[src/rtl/ysyx_23060208_lsu_pkg.sv]
// ysyx_23060208_lsu_pkg: state encoding, AXI constants and size codes
// shared by the data-side load/store unit.
package ysyx_23060208_lsu_pkg;

  typedef logic [2:0] lsu_state_t;

  localparam lsu_state_t S_IDLE    = 3'd0;
  localparam lsu_state_t S_RD_ADDR = 3'd1;
  localparam lsu_state_t S_RD_DATA = 3'd2;
  localparam lsu_state_t S_WR_REQ  = 3'd3;
  localparam lsu_state_t S_WR_RESP = 3'd4;
  localparam lsu_state_t S_RESP    = 3'd5;

  localparam logic [1:0] BURST_INCR  = 2'b01;
  localparam logic [1:0] RESP_OKAY   = 2'b00;
  localparam logic [1:0] RESP_SLVERR = 2'b10;
  localparam logic [1:0] RESP_DECERR = 2'b11;

  localparam logic [1:0] SIZE_B = 2'd0;
  localparam logic [1:0] SIZE_H = 2'd1;
  localparam logic [1:0] SIZE_W = 2'd2;
  localparam logic [1:0] SIZE_D = 2'd3;

endpackage

[src/rtl/ysyx_23060208_lsu_lane.sv]
// ysyx_23060208_lsu_lane: byte-lane placement and strobes for stores,
// lane extraction and sign/zero extension for loads.
module ysyx_23060208_lsu_lane
  import ysyx_23060208_lsu_pkg::*;
#(
  parameter int DATA_WIDTH = 32,
  parameter int BUS_WIDTH  = 64
) (
  input  logic [$clog2(BUS_WIDTH/8)-1:0] off,
  input  logic [1:0]                     size,
  input  logic                           is_unsigned,
  input  logic [DATA_WIDTH-1:0]          wdata_in,
  input  logic [BUS_WIDTH-1:0]           rdata_in,
  output logic [BUS_WIDTH-1:0]           bus_wdata,
  output logic [BUS_WIDTH/8-1:0]         bus_wstrb,
  output logic [DATA_WIDTH-1:0]          rdata_out
);

  logic [BUS_WIDTH-1:0]   wide;
  logic [BUS_WIDTH/8-1:0] strb_base;
  logic [BUS_WIDTH-1:0]   rd_shift;
  logic [DATA_WIDTH-1:0]  raw;
  logic                   sign;
  logic                   fill;
  int                     nbytes;
  int                     nbits;
  logic                   unused_hi;

  always_comb begin
    wide = '0;
    wide[DATA_WIDTH-1:0] = wdata_in;
    bus_wdata = wide << {off, 3'b000};
  end

  always_comb begin
    nbytes = 1 << size;
    strb_base = '0;
    for (int i = 0; i < BUS_WIDTH/8; i++)
      strb_base[i] = (i < nbytes);
    bus_wstrb = strb_base << off;
  end

  // Shift the addressed lane down to bit 0, then extend above 2^size bytes.
  always_comb begin
    rd_shift = rdata_in >> {off, 3'b000};
    raw = rd_shift[DATA_WIDTH-1:0];
    sign = 1'b0;
    unique case (size)
      SIZE_B:  sign = raw[7];
      SIZE_H:  sign = raw[15];
      SIZE_W:  sign = raw[31];
      default: sign = raw[DATA_WIDTH-1];
    endcase
    fill = sign & ~is_unsigned;
    nbits = 8 << size;
    for (int i = 0; i < DATA_WIDTH; i++)
      rdata_out[i] = (i < nbits) ? raw[i] : fill;
  end

  assign unused_hi = ^rd_shift;

endmodule

[src/rtl/ysyx_23060208_lsu.sv]
// ysyx_23060208_lsu: single-outstanding load/store unit on AXI4.
// Define YSYX_23060208_LSU_MISALIGN_CHK_EN to fault misaligned requests.
module ysyx_23060208_lsu
  import ysyx_23060208_lsu_pkg::*;
#(
  parameter int ADDR_WIDTH = 32,
  parameter int DATA_WIDTH = 32,
  parameter int BUS_WIDTH  = 64,
  parameter int ID_WIDTH   = 4
) (
  input  logic                   clock,
  input  logic                   reset,
  input  logic                   req_valid,
  output logic                   req_ready,
  input  logic                   req_we,
  input  logic [1:0]             req_size,
  input  logic                   req_unsigned,
  input  logic [ADDR_WIDTH-1:0]  req_addr,
  input  logic [DATA_WIDTH-1:0]  req_wdata,
  output logic                   resp_valid,
  input  logic                   resp_ready,
  output logic [DATA_WIDTH-1:0]  resp_rdata,
  output logic                   resp_err,
  output logic                   awvalid,
  input  logic                   awready,
  output logic [ADDR_WIDTH-1:0]  awaddr,
  output logic [ID_WIDTH-1:0]    awid,
  output logic [7:0]             awlen,
  output logic [2:0]             awsize,
  output logic [1:0]             awburst,
  output logic                   wvalid,
  input  logic                   wready,
  output logic [BUS_WIDTH-1:0]   wdata,
  output logic [BUS_WIDTH/8-1:0] wstrb,
  output logic                   wlast,
  input  logic                   bvalid,
  output logic                   bready,
  input  logic [1:0]             bresp,
  input  logic [ID_WIDTH-1:0]    bid,
  output logic                   arvalid,
  input  logic                   arready,
  output logic [ADDR_WIDTH-1:0]  araddr,
  output logic [ID_WIDTH-1:0]    arid,
  output logic [7:0]             arlen,
  output logic [2:0]             arsize,
  output logic [1:0]             arburst,
  input  logic                   rvalid,
  output logic                   rready,
  input  logic [BUS_WIDTH-1:0]   rdata,
  input  logic [1:0]             rresp,
  input  logic                   rlast,
  input  logic [ID_WIDTH-1:0]    rid
);

  localparam int OFF_W = $clog2(BUS_WIDTH/8);

  lsu_state_t            state;
  logic [ID_WIDTH-1:0]   id_cnt;
  logic [ID_WIDTH-1:0]   id_q;
  logic [ADDR_WIDTH-1:0] addr_q;
  logic [1:0]            size_q;
  logic                  uns_q;
  logic [DATA_WIDTH-1:0] wdata_q;
  logic                  arvalid_q;
  logic                  awvalid_q;
  logic                  wvalid_q;
  logic [DATA_WIDTH-1:0] ld_data;
  logic [2:0]            lo_mask;
  logic [ADDR_WIDTH-1:0] addr_al;
  logic                  aw_done;
  logic                  w_done;
  logic                  unused_ok;
`ifdef YSYX_23060208_LSU_MISALIGN_CHK_EN
  logic                  misal;
`endif

  always_comb begin
    lo_mask = 3'b000;
    unique case (req_size)
      SIZE_B:  lo_mask = 3'b000;
      SIZE_H:  lo_mask = 3'b001;
      SIZE_W:  lo_mask = 3'b011;
      default: lo_mask = 3'b111;
    endcase
  end

  // Clearing the low bits is a no-op for aligned requests.
  assign addr_al = {req_addr[ADDR_WIDTH-1:3], req_addr[2:0] & ~lo_mask};
`ifdef YSYX_23060208_LSU_MISALIGN_CHK_EN
  assign misal = |(req_addr[2:0] & lo_mask);
`endif

  assign aw_done = ~awvalid_q | awready;
  assign w_done  = ~wvalid_q | wready;

  always_ff @(posedge clock or negedge reset) begin
    if (!reset) begin
      state      <= S_IDLE;
      id_cnt     <= '0;
      id_q       <= '0;
      addr_q     <= '0;
      size_q     <= '0;
      uns_q      <= 1'b0;
      wdata_q    <= '0;
      arvalid_q  <= 1'b0;
      awvalid_q  <= 1'b0;
      wvalid_q   <= 1'b0;
      resp_rdata <= '0;
      resp_err   <= 1'b0;
    end else begin
      unique case (state)
        S_IDLE: if (req_valid) begin
          addr_q  <= addr_al;
          size_q  <= req_size;
          uns_q   <= req_unsigned;
          wdata_q <= req_wdata;
          id_q    <= id_cnt;
          id_cnt  <= id_cnt + 1'b1;
`ifdef YSYX_23060208_LSU_MISALIGN_CHK_EN
          if (misal) begin
            resp_rdata <= '0;
            resp_err   <= 1'b1;
            state      <= S_RESP;
          end else
`endif
          if (req_we) begin
            awvalid_q <= 1'b1;
            wvalid_q  <= 1'b1;
            state     <= S_WR_REQ;
          end else begin
            arvalid_q <= 1'b1;
            state     <= S_RD_ADDR;
          end
        end
        S_RD_ADDR: if (arready) begin
          arvalid_q <= 1'b0;
          state     <= S_RD_DATA;
        end
        S_RD_DATA: if (rvalid && rid == id_q) begin
          resp_rdata <= ld_data;
          resp_err   <= rresp[1];
          state      <= S_RESP;
        end
        S_WR_REQ: begin
          if (awready) awvalid_q <= 1'b0;
          if (wready)  wvalid_q  <= 1'b0;
          if (aw_done && w_done) state <= S_WR_RESP;
        end
        S_WR_RESP: if (bvalid && bid == id_q) begin
          resp_rdata <= '0;
          resp_err   <= bresp[1];
          state      <= S_RESP;
        end
        S_RESP: if (resp_ready) state <= S_IDLE;
        default: state <= S_IDLE;
      endcase
    end
  end

  ysyx_23060208_lsu_lane #(
    .DATA_WIDTH (DATA_WIDTH),
    .BUS_WIDTH  (BUS_WIDTH)
  ) u_lane (
    .off         (addr_q[OFF_W-1:0]),
    .size        (size_q),
    .is_unsigned (uns_q),
    .wdata_in    (wdata_q),
    .rdata_in    (rdata),
    .bus_wdata   (wdata),
    .bus_wstrb   (wstrb),
    .rdata_out   (ld_data)
  );

  assign req_ready  = (state == S_IDLE);
  assign resp_valid = (state == S_RESP);
  assign rready     = (state == S_RD_DATA);
  assign bready     = (state == S_WR_RESP);

  assign arvalid = arvalid_q;
  assign araddr  = addr_q;
  assign arid    = id_q;
  assign arlen   = 8'd0;
  assign arsize  = {1'b0, size_q};
  assign arburst = BURST_INCR;

  assign awvalid = awvalid_q;
  assign awaddr  = addr_q;
  assign awid    = id_q;
  assign awlen   = 8'd0;
  assign awsize  = {1'b0, size_q};
  assign awburst = BURST_INCR;

  assign wvalid = wvalid_q;
  assign wlast  = 1'b1;

  assign unused_ok = ^{rlast, rresp[0], bresp[0]};

endmodule
[config.mk]
export PLATFORM = sky130hd
export DESIGN_NAME = ysyx_23060208_lsu
export DESIGN_NICKNAME = d
export VERILOG_FILES = /design/src/rtl/ysyx_23060208_lsu_pkg.sv /design/src/rtl/ysyx_23060208_lsu_lane.sv /design/src/rtl/ysyx_23060208_lsu.sv
export SDC_FILE = /design/constraint.sdc
export NUM_CORES = 1
export LEC_CHECK = 0
export CAP_MARGIN = 20
export CORE_AREA = 2 2 140 142
export CTS_CLUSTER_DIAMETER = 60
export DETAILED_ROUTE_END_ITERATION = 16
export DIE_AREA = 0 0 142 144
export PLACE_DENSITY = 0.78
export SYNTH_ARGS = -nofsm -noshare
export SYNTH_HDL_FRONTEND = slang
export SYNTH_SLANG_ARGS = --single-unit
[constraint.sdc]
create_clock -name clock -period 3 [get_ports clock]
set_clock_uncertainty 0.2 [all_clocks]
set_input_delay 0.6 -clock clock [delete_from_list [all_inputs] [get_ports clock]]
set_output_delay 0.6 -clock clock [all_outputs]
set_load 0.02 [all_outputs]
## Word-level counts from Yosys, hierarchy flattened

Cells that the tools add are included.

- Equality and inequality tests: 20
- $lt $le $gt $ge: 40
- Bitwise logic cells: 8
- Add/subtract/negate cells: 1
- Reduce and logical (&&, ||, !) cells: 15
- Muxes and demuxes: 58
- Shift operators: 5

Operators with widths:

| operator | number |
|---|---|
| less-than comparator 6 x 32 -> 1 bit (first input constant) | 16 |
| less-than comparator 4 x 32 -> 1 bit (first input constant) | 8 |
| less-than comparator 5 x 32 -> 1 bit (first input constant) | 8 |
| less-than comparator 3 x 32 -> 1 bit (first input constant) | 4 |
| less-than comparator 1 x 32 -> 1 bit (first input constant) | 2 |
| less-than comparator 2 x 32 -> 1 bit (first input constant) | 2 |
| 2-to-1 mux 32 bit | 2 |
| one-hot mux 32 bit (2 select lines) | 1 |
| left shift 32 x 6 -> 64 bit | 1 |
| right shift 64 x 6 -> 32 bit | 1 |
| 2-to-1 mux 1 bit | 41 |
| left shift 1 x 2 -> 32 bit (first input constant) | 1 |
| left shift 4 x 2 -> 32 bit (first input constant) | 1 |
| 2-to-1 mux 3 bit | 6 |
| one-hot mux 3 bit (6 select lines) | 1 |
| != test 2 bit (second input constant) | 6 |
| AND reduction 4 bit | 3 |
| one-hot mux 1 bit (2 select lines) | 5 |
| one-hot mux 3 bit (3 select lines) | 1 |
| == test 4 bit | 2 |
| != test 2 x 1 -> 1 bit (second input constant) | 4 |
| left shift 8 x 3 -> 8 bit | 1 |
| == test 3 x 2 -> 1 bit (second input constant) | 2 |
| == test 3 bit (second input constant) | 2 |
| other kinds (17) | 26 |

- Input bits: 154
- Word-level logic and storage cells: 159
- Output and inout port bits: 211
- Bits in registers: 114

## Logic depth before layout (Yosys ltp)

- Depth in word-level cells: 6
- Mapped depth: 9
- Gate-level depth less buffers: 5

## By module

From an unflattened synthesis, not the netlist that was laid out.

- Cells, all modules: 777
- Area, all modules: 7852.5 µm²

Modules (own cells, without submodules):

| module | seq. area each (µm²) | instances | cells an instance | area an instance (µm²) |
|---|---|---|---|---|
| ysyx_23060208_lsu | 2852.7 | 1 | 375 | 4991.0 |
| ysyx_23060208_lsu_lane | 0.0 | 1 | 402 | 2861.5 |

## Worst setup path after synthesis

Ideal clock, no wire load.

- Path kind: flip-flop to output port
- Start point: register addr_q[0], in the netlist araddr[0]
- End point: output port wstrb[5]
- Stages on the path, launching flop included: 8
- Path slack: 0.130 ns
- Data required time: 2.200 ns
- Path buffers: 5
- Arrival time: 2.070 ns
- Path through: dfrtp_1 > buf_4 > buf_6 > buf_4 > buf_4 > buf_2 > nor2_1 > nor3b_1

- Longest elaborated chain between the ends: 1

RTL lines:

| item | line | RTL |
|---|---|---|
| from (decl) | ysyx_23060208_lsu.sv:60 | `logic [ADDR_WIDTH-1:0] addr_q;` |
| from (signal assigned) | ysyx_23060208_lsu.sv:113 | `addr_q <= addr_al;` |
| left shift 8 x 3 -> 8 bit | ysyx_23060208_lsu_lane.sv:40 | `bus_wstrb = strb_base << off;` |
| to (decl) | ysyx_23060208_lsu.sv:34 | `output logic [BUS_WIDTH/8-1:0] wstrb,` |

Every way passes these cells.

## Final worst setup path

- Start point: register addr_q[2], in the netlist araddr[2]
- End point: output port wdata[50]

- Longest elaborated chain between the ends: 1

RTL lines:

| item | line | RTL |
|---|---|---|
| left shift 32 x 6 -> 64 bit | ysyx_23060208_lsu_lane.sv:32 | `bus_wdata = wide << {off, 3'b000};` |
| to (decl) | ysyx_23060208_lsu.sv:33 | `output logic [BUS_WIDTH-1:0] wdata,` |

Every way passes these cells.

==> key figures <==
Status
  • Status: finished, final reports clean

Timing
  • Final hold vios: 0
  • Final Setup Violations: 0
  • Final setup margin: 89.58 ps
  • Setup TNS: 0 ps
  • Fmax: 0.3436 GHz
  • RSZ-0062 raised after global routing: no
  • Crit share post-route: around 97%
  • Post-layout min period: 2910 ps
  • Hold slack: 31.62 ps
  • Final Max Slew Viols: 0
  • Worst slew pin tran: 958.7 ps
  • Rel. slew slack: 35.95%

Worst setup path
  • Crit path buffers/inverters: 3
  • Worst R2R Setup Slack: 340 ps
  • Crit path cell chain: buf_4 -> buf_4 -> nor2b_1 -> a22oi_1 -> o22ai_1 -> dlygate4sd2_1
  • Kind of critical path: register to primary output
  • Worst path top cell family by delay: buffers and inverters
  • CP dominant cell by count: buf_4
  • CP required: 2200 ps
  • Worst path arrival time: 2110 ps
  • CP Max Fanout: 14
  • CP endpoint kind: primary output
  • CP max stage cell: dfrtp_2
  • Worst setup SP type: register
  • CP max stage delay: 470 ps

Power
  • Design Power: roughly 0.015 W
  • Seq pwr share: 20.9%
  • Switching power of the nets: roughly 0.0069 W
  • IR Drop Worst-Case VDD: 0.9811 mV
  • Sw frac: between 40% and 50%
  • Leak: 4.949 nW
  • Internal power: 0.007983 W
  • Clock share of power: 13.8%
  • Combinational share of power: 65.3%
  • Pwr dens: 1260 nW/µm²

Clocking
  • Root Driver: clkbuf_16
  • H-tree levels: 4
  • Clock sink count: between 100 and 150
  • Hold-fix buffers, CTS: 0
  • Clock-pin slew on the worst setup and hold paths: 60 ps
  • Clock Latency Late Sink: 410 ps
  • TritonCTS Buffers: 17
  • Longest Clk Path Bufs: 2
  • TritonCTS clock tree: yes

Synth
  • Share of the synthesized area in the top cell type: 36.47%
  • Synth Area per Inst: 10.16 µm²
  • Post-Synthesis Cells: just under 800
  • Mapped Area: 7823 µm²
  • Top cells by area, synth: dfrtp_1, mux2_2, mux2i_1, buf_4, mux4_2
  • Sequential fraction of the synthesis area: 36.47%
  • Async SR Flop Fraction: 100.0%
  • Register bit total from synthesis: 114
  • EDFF count, synth: 0
  • Yosys warning count: 0
  • Post-synth top flop: dfrtp_1
  • Area leader, netlist: dfrtp_1
  • Distinct cells, synth: between 50 and 60

Layout
  • Leading cell type in the layout, fill and taps excluded: clkdlybuf4s50_1
  • Fill cells: about 1600
  • NumNets Final: 1223
  • Commonest non-fill, non-tap cells in the layout: clkdlybuf4s50_1, dfrtp_1, mux2_2
  • Final core occ: 61.77%
  • Syn-to-layout area delta: 50.67%
  • Share of layout cells above drive strength 1: 18.41%

Flow run
  • Max_cap viols: 0

Routing
  • Post-Route WL: 27.49 mm
  • Via count: 7511
  • Initial DRC count: approximately 450
  • Top sig layer: met5
  • Metal2 WL: roughly 14 mm
  • DRC: 0
  • WL met1: 10.82 mm
  • Post-route ant nets: 0
  • Met3 WL: 2.280 mm
  • Wire per inst: 20.83 µm
  • Vias per cell: about 5.7
  • First-pass DRT Iterations: 5

Die
  • Starting Density: 41.00%
  • Num ports: 365
  • Die width: 142 µm
  • Die height: about 140 µm
  • # rows: just over 50
  • Die area: 20450 µm²
  • Core Area: 19080 µm²

Global route
  • Vias in the first global route: between 7000 and 8000
  • Total GRT Usage: 26.27%
  • Largest net degree at the start of global routing: 55
  • Remaining global-route overflow: 0
  • Initial antenna violation count: 1
  • First-pass GRT wire length: 41.26 mm

Placed design
  • Post-place setup slack: -32.46 ps
  • GPL Wtd Cong: 0.8758
  • DP HPWL: 20.12 mm
  • Port buffer count: 338

Min path
  • Hold Path Class: primary input to async pin
## cell usage after synthesis (16+ instances only)
| master | number |
|---|---|
| mux2i_1 | 69 |
| o2bb2ai_1 | 19 |
| a22oi_1 | 16 |
| buf_4 | 68 |
| clkbuf_1 | 22 |
| a21oi_1 | 31 |
| nand2_1 | 42 |
| o21ai_0 | 25 |
| mux2_2 | 85 |
| o22ai_1 | 27 |
| buf_2 | 29 |
| dfrtp_1 | 114 |
| a32o_1 | 16 |
| nor2_1 | 59 |
## metrics by stage
step	instance area, µm²	std cells
final	11790	1320
after global routing	11780	1319
after CTS	11750	1319
after detailed placement	11180	1284
after global placement	11180	1284
after floorplan	7901	791
## power by group through the flow
stage | clock [W] | combinational, W | sequential, W
floorplan | 0 | 0.00567 | 0.00335
global placement | 0 | 0.00991 | 0.00308
detailed placement | 0 | 0.0100 | 0.00310
CTS | 0.00209 | 0.00973 | 0.00309
global route | 0.00217 | 0.0103 | 0.00320
finish | 0.00205 | 0.00970 | 0.00310
## cell families after synthesis
logic type / Yosys count / synth area share [%]
flip-flops: 114 / 36.47
adder cells (fa/ha/maj): 1 / 0.1599
multiplexers: 170 / 25.53
XOR/XNOR: 11 / 1.232
other: 2 / 0.09601
AO/OA/AOI/OAI: 188 / 17.08
AND/OR/NAND/NOR: 153 / 9.133
buffers and inverters: 131 / 10.30
## per-layer routing
metal / track usage (%) / up-vias
met3: 7.318 / 47
met5: 0 / -
met4: 10.42 / 2
li1: - / 3363
met2: 45.03 / 374
met1: 31.36 / 3725
## state kept, by name, summed over array words and instances, names as in the netlist, 2 cells and up
| signal | count |
|---|---|
| wdata_q | 32 |
| arid | 4 |
| id_cnt | 4 |
| state | 3 |
| size_q | 2 |
| resp_rdata | 32 |
| araddr | 32 |
## path summary, 6_finish.rpt
check                                 end  depth (start not counted)      start
setup / recovery                wdata[50]                          6  araddr[2]
hold / removal                   resp_err                          1      reset
setup reg to reg           resp_rdata[22]                          6  araddr[0]
hold reg to reg                 id_cnt[3]                          1  id_cnt[3]
max in group asynchronous     wdata_q[13]                          2      reset
min in group clock              id_cnt[3]                          1  id_cnt[3]
## what timing repair did
action | 4_1_cts | 5_1_grt
resized for setup | 77 | 17
endpoints found under the setup margin | 65 | 11
buffers inserted | 3 | 0
## cell type report
type | count | area, µm² | share of cell area (%)
tap | 238 | 297.8 | 2.527
antenna | 1 | 2.502 | 0.02123
sequential | 114 | 2861 | 24.28
timing repair buffer | 381 | 3724 | 31.59
inverter | 8 | 30.03 | 0.2548
clock inverter | 14 | 152.6 | 1.295
clock buffer | 18 | 439.2 | 3.726
multi-input combinational | 546 | 4279 | 36.31
## worst register-to-register path, stage by stage (launching register included)
cell	delay (ps)
dfrtp_4	530
buf_6	370
mux2i_1	170
o22ai_1	250
o21ai_1	150
o21ai_2	630
a32o_1	290
Note: power is estimated with default switching activity, not from simulation.
